### src/rtl/stopwatch_pkg.sv
// rtl/stopwatch_pkg.sv - state encodings, digit limits and limit lookup for the stopwatch core
package stopwatch_pkg;

  typedef enum logic [1:0] {
    S_RESET = 2'd0,
    S_RUN   = 2'd1,
    S_PAUSE = 2'd2,
    S_LAP   = 2'd3
  } state_t;

  localparam logic [3:0] LIM_UNITS = 4'd9;
  localparam logic [3:0] LIM_TENS  = 4'd5;

  // Even digits are units (mod 10), odd digits are tens (mod 6): ss, mm:ss, hh:mm:ss.
  function automatic logic [3:0] digit_limit(input int idx);
    return ((idx % 2) == 0) ? LIM_UNITS : LIM_TENS;
  endfunction

endpackage

### src/rtl/bcd_digit_cell.sv
// rtl/bcd_digit_cell.sv - one BCD digit with up/down ripple carry/borrow and saturating preload
module bcd_digit_cell (
  input  logic       clk,
  input  logic       rst,
  input  logic       clr,
  input  logic       en,
  input  logic       dir,
  input  logic [3:0] limit,
  input  logic       cin,
  output logic       cout,
  input  logic       load,
  input  logic [3:0] load_val,
  output logic [3:0] value
);

  // Carry (up) fires at the limit, borrow (down) fires at zero; both only when this digit steps.
  assign cout = cin && (dir ? (value == 4'd0) : (value == limit));

  always_ff @(posedge clk) begin
    if (rst || clr) begin
      value <= 4'd0;
    end else if (load) begin
      value <= (load_val > limit) ? limit : load_val;
    end else if (en && cin) begin
      if (dir) begin
        value <= (value == 4'd0) ? limit : (value - 4'd1);
      end else begin
        value <= (value == limit) ? 4'd0 : (value + 4'd1);
      end
    end
  end

endmodule

### src/rtl/stopwatch_timer_core.sv
// rtl/stopwatch_timer_core.sv - stopwatch/timer core with prescaler, lap hold, up/down count; STOPWATCH_BLINK_EN adds pause blink
module stopwatch_timer_core
  import stopwatch_pkg::*;
#(
  parameter int TICK_DIV   = 100000000,
  parameter int NUM_DIGITS = 4
) (
  input  logic                    clk,
  input  logic                    rst,
  input  logic                    start_pulse,
  input  logic                    lap_pulse,
  input  logic                    count_down,
  input  logic                    load_en,
  input  logic [4*NUM_DIGITS-1:0] load_bcd,
  output logic [4*NUM_DIGITS-1:0] disp_bcd,
  output logic [1:0]              state,
  output logic                    running,
  output logic                    done_pulse,
  output logic                    wrap_pulse,
  output logic                    blank
);

  localparam int W  = 4 * NUM_DIGITS;
  localparam int PW = (TICK_DIV > 2) ? $clog2(TICK_DIV) : 1;
  localparam logic [PW-1:0] PRE_LAST = PW'(TICK_DIV - 1);

  state_t          state_q, state_d;
  logic [PW-1:0]   presc_q;
  logic [W-1:0]    count;
  logic [W-1:0]    lap_q;
  logic            dir_q;
  logic            done_q, wrap_q;
  logic            run_i, tick, hit_zero, cell_en, load, clr, lap_cap;
  logic [NUM_DIGITS:0] chain;

  assign run_i    = (state_q == S_RUN) || (state_q == S_LAP);
  assign tick     = run_i && (presc_q == PRE_LAST);
  assign hit_zero = tick && dir_q && (count == '0);
  assign cell_en  = tick && !hit_zero;
  assign load     = (state_q == S_RESET) && load_en;

  always_comb begin
    state_d = state_q;
    clr     = 1'b0;
    lap_cap = 1'b0;
    case (state_q)
      S_RESET: if (start_pulse) state_d = S_RUN;
      S_RUN: begin
        if (start_pulse) begin
          state_d = S_PAUSE;
        end else if (lap_pulse) begin
          state_d = S_LAP;
          lap_cap = 1'b1;
        end
      end
      S_LAP: begin
        if (start_pulse)    state_d = S_PAUSE;
        else if (lap_pulse) state_d = S_RUN;
      end
      S_PAUSE: begin
        if (start_pulse) begin
          state_d = S_RUN;
        end else if (lap_pulse) begin
          state_d = S_RESET;
          clr     = 1'b1;
        end
      end
      default: state_d = S_RESET;
    endcase
    // A countdown expiring stops the clock regardless of any button this cycle.
    if (hit_zero) state_d = S_PAUSE;
  end

  always_ff @(posedge clk) begin
    if (rst) state_q <= S_RESET;
    else     state_q <= state_d;
  end

  // Prescaler holds in pause so the sub-tick fraction survives a pause/resume.
  always_ff @(posedge clk) begin
    if (rst || clr || (state_q == S_RESET)) begin
      presc_q <= '0;
    end else if (run_i) begin
      presc_q <= tick ? '0 : (presc_q + 1'b1);
    end
  end

  always_ff @(posedge clk) begin
    if (rst) begin
      dir_q  <= 1'b0;
      done_q <= 1'b0;
      wrap_q <= 1'b0;
    end else begin
      if (state_q == S_RESET) dir_q <= count_down;
      done_q <= hit_zero;
      wrap_q <= tick && !dir_q && chain[NUM_DIGITS];
    end
  end

  always_ff @(posedge clk) begin
    if (rst || clr)   lap_q <= '0;
    else if (lap_cap) lap_q <= count;
  end

  assign chain[0] = 1'b1;

  for (genvar i = 0; i < NUM_DIGITS; i++) begin : g_digit
    bcd_digit_cell u_cell (
      .clk      (clk),
      .rst      (rst),
      .clr      (clr),
      .en       (cell_en),
      .dir      (dir_q),
      .limit    (digit_limit(i)),
      .cin      (chain[i]),
      .cout     (chain[i+1]),
      .load     (load),
      .load_val (load_bcd[4*i +: 4]),
      .value    (count[4*i +: 4])
    );
  end

  assign disp_bcd   = (state_q == S_LAP) ? lap_q : count;
  assign state      = state_q;
  assign running    = run_i;
  assign done_pulse = done_q;
  assign wrap_pulse = wrap_q;

`ifdef STOPWATCH_BLINK_EN
  localparam int HALF = TICK_DIV / 2;
  localparam int BW   = (HALF > 2) ? $clog2(HALF) : 1;
  localparam logic [BW-1:0] BLINK_LAST = BW'(HALF - 1);

  logic [BW-1:0] blink_cnt;
  logic          blink_q;

  always_ff @(posedge clk) begin
    if (rst || (state_q != S_PAUSE)) begin
      blink_cnt <= '0;
      blink_q   <= 1'b0;
    end else if (blink_cnt == BLINK_LAST) begin
      blink_cnt <= '0;
      blink_q   <= ~blink_q;
    end else begin
      blink_cnt <= blink_cnt + 1'b1;
    end
  end

  assign blank = blink_q && (state_q == S_PAUSE);
`else
  assign blank = 1'b0;
`endif

endmodule

### config.mk
export PLATFORM = sky130hd
export DESIGN_NAME = stopwatch_timer_core
export DESIGN_NICKNAME = d
export VERILOG_FILES = /design/src/rtl/stopwatch_pkg.sv /design/src/rtl/bcd_digit_cell.sv /design/src/rtl/stopwatch_timer_core.sv
export SDC_FILE = /design/constraint.sdc
export NUM_CORES = 1
export LEC_CHECK = 0
export CORE_MARGIN = 4
export CORE_UTILIZATION = 40
export CTS_CLUSTER_SIZE = 30
export DETAILED_ROUTE_END_ITERATION = 10
export GPL_ROUTABILITY_DRIVEN = 0
export HOLD_SLACK_MARGIN = 0.06
export PLACE_DENSITY = 0.58
export SLEW_MARGIN = 30
export SYNTH_ARGS = -nofsm -noshare
export SYNTH_HDL_FRONTEND = slang
export SYNTH_SLANG_ARGS = --single-unit
### constraint.sdc
create_clock -name clk -period 7.3 [get_ports clk]
set_input_delay 2.19 -clock clk [delete_from_list [all_inputs] [get_ports clk]]
set_output_delay 2.19 -clock clk [all_outputs]
set_load 0.01 [all_outputs]
==> summary.md <==
| Metric | Value |
|---|---|
| Tot Pwr | 0.823 mW |
| Row cnt | 34 |
| Status | completed |
| EDFF count, synth | 0 |
| Initial drt markers | between 150 and 200 |
| Post-Place Cell Area | 4050 sq um |
| Top post-synthesis cells by area | dfxtp_1 (35%), nand2_1 (6.6%), mux2_2 (5.3%) |
| Slew @ Worst Pin | ~1000 ps |
| Reg-to-Reg End | g_digit[0].u_cell.value[2]$_SDFFE_PP0P_ |
| Total GRT Usage | 17.5% |
| Sequential Area | about 1300 sq um |
| Top delay family on crit path | flip-flops |
| TritonRoute pass-1 iters | 6 |
| Max H-tree Level | 3 |
| Most frequent cells in the layout | nand2_1 (64), dfxtp_1 (64), nor2_1 (49) |
| Fmax | 211 MHz |
| Share of layout cells above drive strength 1 | around 7.8% |
| Worst setup SP type | flop |
| Starting Density | ~41% |
| Crit. End Element | primary output |
| CTS tree | built |
| Comb pwr share | 13.0% |
| Die height | between 100 and 150 microns |
| Fill cell count | 870 |
| P_sw | around 0.21 mW |
| Number of cells upsized or downsized after cts | 0 |
| Area delta synth->final | 17.4% |
| Port Buffer Count | 42 |
| Multi-input gate area | between 2000 and 2500 sq um |
| Leading area contributor after synthesis | dfxtp_1 |
| VDD IR-drop max | 87.7 uV |
| Post-DR vias/cell | 5.50 |
| Final setup violation count | 0 |
| YS warnings | 0 |
| Drt wl/cell | between 15 and 20 microns |
| Worst min path class | flop to flop |
| Min Tclk post-route | around 4700 ps |
| Synthesized cell area | 3630 sq um |
| Largest stage delay, worst path | between 600 and 700 ps |
| Final instance area | 4260 sq um |
| Final TNS setup | 0 ps |
| CTS Root Cell | clkbuf_8 |
| Post-synthesis register bit count | between 60 and 70 |
| Gr ovfl total | 0 |
| Initial antenna violation count | 0 |
| Instance count on the critical path | 3 |
| Net Count, Synth | approximately 490 |
| CP bufs+invs | 1 |
| Clock latency on the worst-skew pair | 350 ps |
| Buffer count from post-CTS setup fixing | 0 |
| Final worst setup slack | around 2600 ps |
| Die area | between 10000 and 15000 sq um |
| CP max FO | 16 |
| Clk pin slew, worst setup/hold paths | about 70 ps |
| Beginning of the worst hold path | lap_q[4]$_SDFFE_PP0P_ |
| Final period util | around two thirds |
| Hold worst-path end | lap_q[4]$_SDFFE_PP0P_ |
| Sw frac | approximately 25% |
| Ys flop type | dfxtp_1 |
| Util after Layout | 48.6% |
| Critical path's slowest cell | dfxtp_1 |
| Routed vias | roughly 3300 |
| Sequential share of the synthesized area | a little over a third |
| P per Cell Area | about 190 nW/um^2 |
| CP arrival | approximately 2600 ps |
| CORE AREA | 8760 sq um |
| Vias in the first global route | about 2900 |
| RSZ-0062 raised after global routing | no |
| Largest net degree at the start of global routing | 30 |
| Routed WL | 8960 microns |
| Hold WS | 455 ps |
| Ports | 44 |
| Max_slew headroom | a little over a third |
| Max-slew violation count | 0 |
| Post-DP HPWL | 6080 microns |
| # diodes | 0 |
| CP Class | flop to primary output |
| Yosys cell types | 57 |
| Yosys top cell area share | around a third |
| Hold depth | 2 |
| DRC | 0 |
| Pre-CTS WS | 2880 ps |
| Post-layout nets | approximately 500 |
| Die Width | between 100 and 150 microns |
| Asr flop ratio synth | 0% |
| Leakage | between 1 and 1.5 nW |
| Endpoints failing hold | 0 |
| P_int | 0.613 mW |
| Cell Chain, Critical Path | nand2_1 > mux2_2 > clkdlybuf4s50_1 |
| Setup slack, reg-to-reg | 4100 ps |
| Worst clock skew | around 14 ps |
| Post-DRT Antenna Nets | 0 |
| Clock Path Buffers | 2 |
| Cell Count Post-Placement | 577 |
| Reg2Reg Launch Point | presc_q[11]$_SDFFE_PP0P_ |
| Clock Power Share | 40.6% |
| Worst-case reg-to-reg path depth | 6 |
| Avg Inst Size Synth | ~7.9 sq um |
| Max-cap violations | 0 |
| Non-Filler Instances | approximately 600 |
| CTS Buf Count | 9 |
| Hold_buf cts | 0 |
| Wire length of the first global-routing pass | 14600 microns |
| Clock sinks | 64 |
| Critical path required time | around 5100 ps |
| Syn Inst Count | 462 |
| Sequential share of power | about 46% |
[synth_stat cells, types with 2 or more instances]
cell,instances
and3_1,6
nor3_1,10
o211ai_1,4
mux2i_1,10
nand2_1,64
nor2_1,49
and3b_1,3
or3b_2,2
o22ai_1,2
nor2b_1,5
nand2b_1,4
or3_1,5
nand3_1,15
a311oi_1,2
dfxtp_1,64
nor3b_1,4
nand4_1,13
xor2_1,15
nand3b_1,5
nor4_1,4
and2_1,3
xnor2_1,19
clkbuf_1,34
a21oi_1,37
a211oi_1,6
a31oi_1,3
a2111oi_0,2
inv_1,10
mux2_2,17
o21ai_0,18
[power by group through the flow]
stage	Clock, mW	Sequential [mW]	Combinational (mW)
finish	0.334	0.382	0.107
global route	0.357	0.384	0.118
CTS	0.345	0.381	0.108
detailed placement	0	0.389	0.107
global placement	0	0.389	0.106
floorplan	0	0.369	0.0846
[state kept, by name (all words and copies together), names as in the netlist]
register / cells
presc_q: 27
g_digit.u_cell.value: 16
dir_q: 1
lap_q: 16
done_pulse: 1
state: 2
wrap_pulse: 1
[worst max path at each step]
stage	from	to	slack (ps)
after floorplan	state[0]$_SDFFE_PP0P_	disp_bcd[10]	3560
after CTS	state[0]$_SDFFE_PP0P_	disp_bcd[6]	2510
after detailed placement	state[0]$_SDFFE_PP0P_	disp_bcd[6]	2880
after global placement	state[0]$_SDFFE_PP0P_	disp_bcd[8]	3030
final	state[0]$_SDFFE_PP0P_	disp_bcd[6]	2550
after global routing	state[0]$_SDFFE_PP0P_	disp_bcd[11]	2360
[tightest hold or removal path, stage by stage (launching register included)]
cell,delay (ps)
dfxtp_1,310
nand2_1,50
a21oi_1,50
[layer usage]
metal | GRT usage (%) | vias to the layer above | routed length, microns | share of wire, %
li1 | - | 1663 | - | -
met1 | 25.1 | 1491 | 4440 | 50
met2 | 25.6 | 93 | 3750 | 42
met3 | 3.22 | 17 | 553 | 6.2
met4 | 7.97 | 0 | 218 | 2.4
met5 | 0 | - | 0 | 0
[cells by family after synthesis]
| logic type | count (synthesis) | share of synthesized area (%) |
|---|---|---|
| other | 1 | 0.103 |
| DFF | 64 | 35.3 |
| buffers and inverters | 46 | 5.07 |
| adders and majority gates | 1 | 0.345 |
| and+or+nand+nor | 201 | 28.0 |
| muxes | 27 | 8.03 |
| AOI/OAI and AO/OA | 88 | 15.0 |
| xor gates and xnor gates | 34 | 8.20 |
[layout make-up]
class                           count  share of cell area (%)
Timing Repair Buffer               43                    10.0
Sequential cell                    64                    30.1
Multi-Input combinational cell    352                    50.8
Inverter                           10                   0.881
Clock inverter                      3                    1.53
Tap cell                          108                    3.17
Clock buffer                       13                    3.49
No activity file was read; power rests on OpenSTA's default activity.
